==> config.mk <==
export PLATFORM = sky130hd
export DESIGN_NAME = mult_unit
export DESIGN_NICKNAME = d
export VERILOG_FILES = /design/src/rtl/mult_unit.sv
export SDC_FILE = /design/constraint.sdc
export NUM_CORES = 1
export LEC_CHECK = 0
export CORE_ASPECT_RATIO = 1.5
export CORE_UTILIZATION = 50
export CTS_CLUSTER_DIAMETER = 150
export DETAILED_ROUTE_END_ITERATION = 10
export GPL_ROUTABILITY_DRIVEN = 0
export PLACE_DENSITY_LB_ADDON = 0.15
export SETUP_SLACK_MARGIN = 0.2
export SYNTH_ARGS = -nofsm -noshare
export SYNTH_HDL_FRONTEND = slang
export SYNTH_SLANG_ARGS = --single-unit
==> constraint.sdc <==
create_clock -name clk -period 3.56 [get_ports clk]
set_input_delay 1.068 -clock clk [delete_from_list [all_inputs] [get_ports clk]]
set_output_delay 1.068 -clock clk [all_outputs]
set_load 0.05 [all_outputs]
==> src/rtl/mult_unit.sv <==
`default_nettype none
// mult_unit: sequential shift-add signed multiplier for the EX stage; writes HI/LO.
// Rev 1.0

module mult_unit #(
  parameter int          WIDTH     = 32,
  parameter logic [3:0]  MULT_CODE = 4'b1000
) (
  input  logic             clk,
  input  logic             rst_n,
  input  logic [3:0]       alu_ctl,
  input  logic             ex_valid,
  input  logic             flush,
  input  logic [WIDTH-1:0] op_a,
  input  logic [WIDTH-1:0] op_b,
  output logic             stall,
  output logic             busy,
  output logic             done,
  output logic [WIDTH-1:0] hi,
  output logic [WIDTH-1:0] lo
);

  localparam int CW = $clog2(WIDTH + 1);

  typedef enum logic [1:0] {
    IDLE = 2'd0,
    RUN  = 2'd1,
    FIX  = 2'd2
  } state_t;

  state_t               state;
  logic [WIDTH-1:0]     mcand;
  logic [WIDTH-1:0]     mplier;
  logic [WIDTH:0]       acc;
  logic [CW-1:0]        count;
  logic                 neg;

  logic                 accept;
  logic [WIDTH:0]       sum;
  logic [2*WIDTH-1:0]   prod;

  // Magnitude as unsigned WIDTH bits; the most negative value maps onto itself.
  function automatic logic [WIDTH-1:0] mag(input logic [WIDTH-1:0] x);
    return x[WIDTH-1] ? (~x + WIDTH'(1)) : x;
  endfunction

  always_comb begin
    accept = (state == IDLE) && ex_valid && (alu_ctl == MULT_CODE) && !flush;
    sum    = acc + (mplier[0] ? {1'b0, mcand} : '0);
    prod   = {acc[WIDTH-1:0], mplier};
    stall  = accept || (state != IDLE);
    busy   = (state != IDLE);
  end

  always_ff @(posedge clk) begin
    if (!rst_n) begin
      state  <= IDLE;
      mcand  <= '0;
      mplier <= '0;
      acc    <= '0;
      count  <= '0;
      neg    <= 1'b0;
      done   <= 1'b0;
      hi     <= '0;
      lo     <= '0;
    end else begin
      done <= 1'b0;
      case (state)
        IDLE: begin
          if (accept) begin
            mcand  <= mag(op_a);
            mplier <= mag(op_b);
            neg    <= op_a[WIDTH-1] ^ op_b[WIDTH-1];
            acc    <= '0;
            count  <= '0;
            state  <= RUN;
          end
        end
        RUN: begin
          if (flush) begin
            state <= IDLE;
          end else begin
            // Shift {acc, mplier} right by one, with the conditional add folded in.
            acc    <= {1'b0, sum[WIDTH:1]};
            mplier <= {sum[0], mplier[WIDTH-1:1]};
            count  <= count + CW'(1);
            if (count == CW'(WIDTH - 1)) begin
              state <= FIX;
            end
          end
        end
        FIX: begin
          if (!flush) begin
            {hi, lo} <= neg ? (~prod + (2*WIDTH)'(1)) : prod;
            done     <= 1'b1;
          end
          state <= IDLE;
        end
        default: state <= IDLE;
      endcase
    end
  end

endmodule

`default_nettype wire

==> results of run 1 <==
-- cells by family after synthesis --
kind of cell | share of synthesized area (%)
xor+xnor | 10.14
flops | 31.28
fa+ha+maj | 4.323
buf+inv | 3.771
compound gates | 24.97
simple gates | 24.03
mux | 1.483
-- per-stage QoR --
| stage | hold WS (ns) | power [mW] | std cells |
|---|---|---|---|
| 2_1_floorplan | 0.4273 | 2.177 | 1399 |
| 3_3_place_gp | 0.4344 | 2.369 | 1789 |
| 3_5_place_dp | 0.4418 | 2.374 | 1789 |
| 4_1_cts | 0.4541 | 4.256 | 1821 |
| 6_report | 0.4527 | 4.244 | 1822 |
| 5_1_grt | 0.4778 | 4.369 | 1822 |
-- worst min-delay path, stage by stage, from the launching register on --
cell	delay [ns]
dfxtp_1	0.31
nand2_1	0.05
a21oi_1	0.05
-- how the worst max path moves through the flow --
stage | depth (start not counted) | endpoint | slack, ns | start
after floorplan | 4 | stall | 0.29 | alu_ctl[1]
after global placement | 7 | mcand[27] | -0.07 | op_a[12]
after detailed placement | 7 | mcand[27] | -0.10 | op_a[12]
after CTS | 5 | stall | 0.23 | alu_ctl[1]
after global routing | 5 | stall | 0.21 | ex_valid
final | 5 | stall | 0.30 | alu_ctl[1]
-- repair_timing --
| action | in CTS | in global routing |
|---|---|---|
| cloned | 0 | 0 |
| endpoints found under the hold margin | 0 | 0 |
| pin swaps | 0 | 3 |
| gates resized for setup | 1 | 3 |
| setup buffers | 0 | 1 |
| setup endpoints to repair | 1 | 1 |
-- cells in the final DEF, fill, tap and decap left out, types with 7 or more instances in the layout --
master / count
dfxtp_1: 170
nand2_1: 153
clkdlybuf4s50_1: 135
nor2_1: 127
o21ai_0: 102
a21oi_1: 98
xor2_1: 88
buf_4: 67
a211oi_1: 49
xnor2_1: 38
ha_1: 36
and2_1: 33
nand3_1: 29
a22oi_1: 29
o31ai_1: 27
nor3_1: 26
o22ai_1: 25
or3_1: 23
inv_1: 22
a31oi_1: 18
and3_1: 17
clkbuf_16: 17
nand4_1: 15
nor4_1: 15
mux2i_1: 15
o41ai_1: 11
a21o_1: 11
or2_2: 10
nand2b_1: 10
o211ai_1: 9
or4_1: 9
o21a_1: 7
-- routing by layer --
layer  wire length [um]  track usage, %  share of wire [%]
met1              12100           31.58                 36
met2              17530           56.31                 52
met4               2362           21.66                7.0
met3               1534           4.063                4.6
met5                  0               0                  0
-- registers in the layout, summed over array words and instances, names as in the netlist --
signal  count
lo         32
state       2
mcand      32
count       6
mplier     32
done        1
acc        32
neg         1
hi         32
-- power by group --
part           switching [mW]  internal, mW  leakage, nW
Combinational           0.218         0.198         3.49
Clock                   0.841          1.07        0.292
Sequential            0.00800          1.91         1.37
-- cell type report --
cell class / instances / area [sq um] / area share, %
well taps: 268 / 335.3 / 2.485
flip-flops and latches: 170 / 3403 / 25.22
inverters: 23 / 87.58 / 0.6491
clock inverters: 14 / 160.2 / 1.187
repair buffers: 209 / 1979 / 14.67
clock buffers: 18 / 439.2 / 3.255
multi-input cells: 1120 / 7088 / 52.53
==> flow_summary_export.csv, run 1 <==
group,metric,value,unit
sta,finalMaxSlewViolations,0,
sta,slew_headroom,32.67,%
hold_path,holdPathStages,2,
clock_tree,ctsHoldBuffers,0,
global_routing,grt_pass1_vias,10471,
worst_setup_path,crit_chain,"clkdlybuf4s50_1 -> nor4b_2 -> nand4b_1 -> nand2_2 -> buf_12",
worst_setup_path,r2r-start,"mplier[0]",
finish,num_antenna_cells,0,
worst_setup_path,cp.arrival,2.19,ns
place,numPortBuffers,138,
logic_synthesis,synthMostInstantiatedCell,"dfxtp_1",
worst_setup_path,r2r_slack,0.42,ns
sta,fin_tns_setup,0,ns
global_routing,grt_max_degree,85,
floorplan,die_x,122.5,um
logic_synthesis,synth_area,0.01088,sq mm
finish,final_nets,1650,
hold_path,holdPathEnd,"lo[17]",
logic_synthesis,synth.yosys.warnings,0,
logic_synthesis,synth-edff-count,0,
clock_tree,clkTransAtPathRegs,0.07,ns
sta,worst_pin_slew,1.009,ns
logic_synthesis,yosysTopAreaCellShare,31.28,%
clock_tree,tritoncts,"done",
place,post_dp_cell_area,0.01287,sq mm
finish,utilization,63.57,%
worst_setup_path,cpMaxStageDelayCell,"clkdlybuf4s50_1",
global_routing,grt_usage,30.80,%
logic_synthesis,postSynthAreaPerCell,7.778,sq um
logic_synthesis,ys_seq_area_share,31.28,%
hold_path,hp-start,"lo[17]",
place,hpwl,25.47,mm
drt,vias,11054,
logic_synthesis,synth_commonest_cells,"dfxtp_1, nand2_1, nor2_1, o21ai_0, a21oi_1",
floorplan,die_y,182.7,um
status,status,"finished, final reports clean",
drt,avgRoutedWirePerCell,18.40,um
logic_synthesis,ys_ff_latch,170,
clock_tree,ctsRootBufferMaster,"clkbuf_16",
drt,firstDrtPassIters,6,
worst_setup_path,rr_endpoint,"acc[28]",
finish,fillers,1898,
worst_setup_path,critPathMaxStageDelay,0.42,ns
worst_setup_path,rr_worst_depth,10,
logic_synthesis,postSynthCellCount,1399,
logic_synthesis,synth_top_cell_by_area,"dfxtp_1",
power_and_ir_drop,leakagePower,5.154,nW
place,pre_cts_ws,-0.1028,ns
worst_setup_path,cp_data_required_time,2.49,ns
sta,fin_skew,0.01064,ns
floorplan,coreArea,0.02123,sq mm
logic_synthesis,synthFlopType,"dfxtp_1",
worst_setup_path,worst-path-buf-inv,2,
power_and_ir_drop,ir_worst_vdd,0.3532,mV
drt,drtIter0Drc,759,
worst_setup_path,worst-path-max-fanout,2,
hold_path,hp-class,"flip-flop to flip-flop",
worst_setup_path,critical_path_class,"primary input to primary output",
sta,period_share,91.50,%
drt,routed_wl,33.53,mm
global_routing,antenna_found_initial,0,
drt,drc,0,
worst_setup_path,cp-start-kind,"primary input",
sta,rsz0062_at_grt,"false",
drt,ant_nets,0,
sta,finalHoldViolations,0,
logic_synthesis,ys_top_cells_by_area,"dfxtp_1, xor2_1, nand2_1, o21ai_0, a21oi_1",
global_routing,grt_pass1_wl,53.54,mm
sta,setup_ws,0.3026,ns
floorplan,dieArea,0.02237,sq mm
floorplan,rows,65,
drt,vias_per_cell,6.067,
power_and_ir_drop,pwr_density_cell,314.6,mW/mm^2
global_routing,grt.overflow.total,0,
clock_tree,insertion_delay,0.44,ns
finish,syn_to_final_growth,24.00,%
logic_synthesis,async_flop_share,0,%
flow_run,maxCapViolations,0,
worst_setup_path,worst_path_dominant_cell_family,"simple AND/OR/NAND/NOR gates",
finish,fin_area,0.01349,sq mm
logic_synthesis,synthesis.nets,1508,
clock_tree,cts_buffer_depth,2,
finish,final_layout_size_suffix_gt1_share,8.945,%
clock_tree,numCtsBuffers,17,
floorplan,pin_count,139,
clock_tree,clock-sinks,170,
sta,max_freq,307.0,MHz
floorplan,start_util,51.26,%
clock_tree,cts_htree_levels,4,
sta,min_period,3.257,ns
sta,setup_viol,0,
logic_synthesis,synthDistinctLibCells,75,
worst_setup_path,cp-end-kind,"primary output",
Note: power is estimated with default switching activity, not from simulation.
==> inputs of run 2 (changes only) <==
--- a/config.mk
+++ b/config.mk
@@ -7,6 +7,7 @@
 export LEC_CHECK = 0
 export CORE_ASPECT_RATIO = 1.5
 export CORE_UTILIZATION = 50
+export CTS_BUF_LIST = sky130_fd_sc_hd__clkbuf_16
 export CTS_CLUSTER_DIAMETER = 150
 export DETAILED_ROUTE_END_ITERATION = 10
 export GPL_ROUTABILITY_DRIVEN = 0
==> run 2 against run 1 <==
Effect of this change: hold slack improved by 0.00062 ns; highest routed layer unchanged; critical path type unchanged; die area unchanged; worst setup slack better by 0.0018 ns; non-clock buffer count is the same; clock power about the same.
==> flow_summary_export.csv, run 2 (same netlist as run 1, synthesis figures left out) <==
group,metric,value,unit
sta,rsz0062_at_grt,"false",
drt,drtIter0Drc,704,
sta,finalHoldViolations,0,
finish,syn_to_final_growth,23.90,%
global_routing,grt_max_degree,85,
drt,routed_wl,33.61,mm
floorplan,start_util,51.26,%
floorplan,dieArea,0.02237,sq mm
drt,vias,11038,
global_routing,grt_pass1_vias,10477,
clock_tree,insertion_delay,0.44,ns
finish,num_antenna_cells,0,
global_routing,antenna_found_initial,0,
worst_setup_path,cp-end-kind,"primary output",
clock_tree,ctsHoldBuffers,0,
worst_setup_path,worst-path-max-fanout,2,
clock_tree,clock-sinks,170,
sta,finalMaxSlewViolations,0,
sta,slew_headroom,33.67,%
sta,fin_tns_setup,0,ns
sta,max_freq,307.2,MHz
floorplan,coreArea,0.02123,sq mm
sta,fin_skew,0.01064,ns
clock_tree,ctsRootBufferMaster,"clkbuf_16",
sta,setup_viol,0,
worst_setup_path,critical_path_class,"primary input to primary output",
sta,worst_pin_slew,0.9939,ns
power_and_ir_drop,clkPwrFrac,44.7,%
finish,final_nets,1650,
power_and_ir_drop,power_frac_seq,45.4,%
finish,fin_cells,1822,
place,hpwl,25.47,mm
place,dp.cells,1789,
status,status,"finished, final reports clean",
drt,drc,0,
power_and_ir_drop,power.switching_fraction,25.24,%
sta,period_share,91.45,%
global_routing,grt_pass1_wl,53.58,mm
finish,final_common_cell,"dfxtp_1",
floorplan,rows,65,
power_and_ir_drop,pwr_density_cell,313.0,mW/mm^2
power_and_ir_drop,internal_power,3.155,mW
clock_tree,numCtsBuffers,17,
power_and_ir_drop,ir_worst_vdd,0.3544,mV
clock_tree,cts_buffer_depth,2,
sta,min_period,3.256,ns
worst_setup_path,cp_data_required_time,2.49,ns
sta,holdWs,0.4534,ns
drt,avgRoutedWirePerCell,18.45,um
power_and_ir_drop,leakagePower,5.148,nW
drt,firstDrtPassIters,5,
floorplan,pin_count,139,
floorplan,die_x,122.5,um
power_and_ir_drop,p_comb_share,9.9,%
place,numPortBuffers,138,
worst_setup_path,cp.arrival,2.19,ns
drt,vias_per_cell,6.058,
floorplan,die_y,182.7,um
power_and_ir_drop,power,4.220,mW
finish,final_cell_mix,"dfxtp_1, nand2_1, clkdlybuf4s50_1",
flow_run,maxCapViolations,0,
drt,ant_nets,0,
worst_setup_path,cp-start-kind,"primary input",
clock_tree,clkTransAtPathRegs,0.07,ns
global_routing,grt_usage,30.83,%
global_routing,grt.overflow.total,0,
power_and_ir_drop,p_switching,1.065,mW
clock_tree,tritoncts,"done",
hold_path,hp-class,"flip-flop to flip-flop",
clock_tree,cts_htree_levels,4,
finish,final_layout_size_suffix_gt1_share,8.880,%
## run 2: cell types whose count changed in the layout (fill, tap and decap cells not counted), sizes merged
cell	before	now
clkbuf	18	17
clkinv	5	6
## run 2: layout make-up
type	count	area, sq um
tap	268	335.3
sequential	170	3403
clock inverter	15	163.9
fill	1900	7744
inverter	23	87.58
multi-input combinational	1120	7088
timing repair buffer	209	1979
clock buffer	17	425.4
## run 2: power by group through the flow
stage          logic (mW)  registers (mW)  clock network (mW)
6_report            0.416            1.92                1.89
5_1_grt             0.453            1.92                1.98
4_1_cts             0.417            1.92                1.90
3_5_place_dp        0.414            1.96                   0
3_3_place_gp        0.409            1.96                   0
2_1_floorplan       0.218            1.96                   0
## run 2: critical path, stage by stage
cell and delay, ns:
clkdlybuf4s50_1 0.41, nor4b_2 0.25, nand4b_1 0.19, nand2_2 0.13, buf_12 0.14
## run 2: stage by stage
step	setup slack, ns	instance area, sq um	utilization, %
after CTS	0.2274	13470	63.45
after detailed placement	-0.1028	12870	60.64
after floorplan	0.2904	10880	-
final	0.3045	13480	63.52
after global placement	-0.06794	12870	60.64
after global routing	0.2061	13480	63.52
## run 2: layer usage
metal,track usage [%],share of wire [%],vias to the layer above
li1,-,-,5393
met1,31.60,36,5121
met2,56.40,52,404
met3,4.000,4.6,120
met4,21.76,7.1,0
met5,0,0,-
## run 2: path summary, 6_finish.rpt
path	cells after the start	startpoint	slack [ns]	endpoint
worst max-delay path	5	alu_ctl[1]	0.30	stall
worst max register to register	10	mplier[0]	0.41	acc[28]
worst min register to register	2	hi[2]	0.45	hi[2]
worst min-delay path	2	hi[2]	0.45	hi[2]
## run 2: repair_timing
action,in CTS,in global routing
gates resized for setup,1,3
endpoints found under the setup margin,1,1
pin swaps,0,3
setup buffers,0,1
==> edit (flow settings as in run 1) <==
`WIDTH`: 32 -> 16.
--- a/src/rtl/mult_unit.sv
+++ b/src/rtl/mult_unit.sv
@@ -5,3 +5,3 @@
 module mult_unit #(
-  parameter int          WIDTH     = 32,
+  parameter int          WIDTH     = 16,
   parameter logic [3:0]  MULT_CODE = 4'b1000
Ports: changed (resized hi, lo, op_a and op_b); port bits go from 139 to 75. The function was not compared with the original's and may differ.
==> edit against run 1 <==
- worst hold slack lost 3.6 ps
- core utilization grew 0.24 points
- combinational power shrank 57%
- design area shrank 50%
- sequential power shrank 48%
- power shrank 43%
- worst setup slack lost 31 ps
- sequential cell count shrank 81
- routed wire length shrank 55%
- global-route usage shrank 3.1 points
- area after synthesis shrank 49%
- final cell count shrank 52%
==> edit: results (changes against run 1) <==
INFO  metric setup.reg_to_reg.worst_slack = 670 ps (+250 ps)
INFO  metric fraction_of_layout_cells_with_a_size_suffix_above_1 = 0.0555 (-0.0340)
INFO  metric grt_start_max_net_pins = 46 (-46%)
INFO  metric synth_area_leaders = dfxtp_1, xor2_1, ha_1, nor2_1, a21oi_1
INFO  metric final.setup_skew = 4.91 ps (-5.72 ps)
INFO  metric vdd.ir_drop.worst = 0.245 mV (-31%)
INFO  metric port_buf_inserts = 74 (-46%)
INFO  metric critPathMaxStageDelay = 450 ps (+30 ps)
INFO  metric worstPathArrival = 2220 ps (+30 ps)
INFO  metric wl_met3 = 475 um (-69%)
INFO  metric share_of_the_synthesized_area_in_compound_gates_ao_oa_aoi_oai = 0.261 (+0.0111)
INFO  metric preCtsSetupSlack = 81.4 ps (+184 ps)
INFO  metric share_comb_of_total_power = 0.074 (-0.024)
INFO  metric netlist_instances = 678 (-52%)
INFO  metric global_route.usage.total = 0.277 (-0.0312)
INFO  metric globalRouteMet2Util = 0.510 (-0.0529)
INFO  metric status = finished clean
INFO  metric route.layer.met1.wl = 5.77 mm (-52%)
INFO  metric tightest_slew = 1010 ps (-1.05 ps)
INFO  metric internal_power = 1.93 mW (-39%)
INFO  metric yosysSeqAreaShare = 0.323 (+0.0105)
INFO  metric dr_total_vias = 5478 (-50%)
INFO  metric power.static_leakage = 2.65 nW (-49%)
INFO  metric synth.net_count = 740 (-51%)
INFO  metric seq-power = 1.00 mW (-48%)
INFO  metric dp.final_hpwl = 11.3 mm (-56%)
INFO  metric ctsHtreeMaxLevel = 3 (-1)
INFO  metric tritoncts.num_buffers = 9 (-8)
INFO  metric detailed_place.area = 6380 um2 (-50%)
INFO  metric grtUsageMet3 = 0.0433 (+0.00272)
INFO  metric seqCellArea = 1780 um2 (-48%)
INFO  metric count_of_unique_library_cells_instantiated_by_yosys = 61 (-19%)
INFO  metric nFillCells = 958 (-50%)
INFO  metric grt_first_pass_wirelength = 24.6 mm (-54%)
INFO  metric fin_crit_sh = 0.924 (+0.00871)
INFO  metric drt_first_iter_violations = 370 (-51%)
INFO  metric mux_contribution_to_synthesized_area = 0.0127 (-0.00212)
INFO  metric fin_hold_ws = 449 ps (-3.62 ps)
INFO  metric synth_adder_area_share = 0.0513 (+0.00807)
INFO  metric power_per_cell_area = 357 nW/um2 (+14%)
INFO  metric dp.cells = 866 (-52%)
INFO  metric clk_latency = 340 ps (-100 ps)
INFO  metric post_drt_wl_per_cell = 17.1 um (-7.2%)
INFO  metric cp_delay_by_family_top = buffers and inverters
INFO  metric first_global_vias = 5182 (-51%)
INFO  metric grt_use_met1 = 0.295 (-0.0204)
INFO  metric route.met2.wl = 8.09 mm (-54%)
-- edit: changes by cell type in the layout (fill, tap and decap cells not counted), sizes merged, moves of 52 or more --
cell,run 1,this run
xor2,88,36
clkdlybuf4s50,135,72
nand2,154,48
o21ai,104,31
a21oi,98,37
nor2,129,70
buf,72,15
dfxtp,170,89
-- edit: path summary, 6_finish.rpt --
kind | cells after the start | endpoint | from
min reg2reg | 2 | lo[11]$_SDFFE_PN0P_ | lo[11]$_SDFFE_PN0P_
max | 5 | stall | alu_ctl[0]
max reg2reg | 8 | acc[12]$_SDFFE_PN0P_ | mplier[0]$_SDFFE_PN0P_
min | 2 | lo[11]$_SDFFE_PN0P_ | lo[11]$_SDFFE_PN0P_
-- edit: final cells by class --
cell class	instances	share of cell area
Multi-Input combinational cell	526	0.516
Timing Repair Buffer	88	0.126
Tap cell	144	0.0265
Inverter	20	0.0110
Clock buffer	11	0.0357
Clock inverter	5	0.0221
Sequential cell	89	0.262
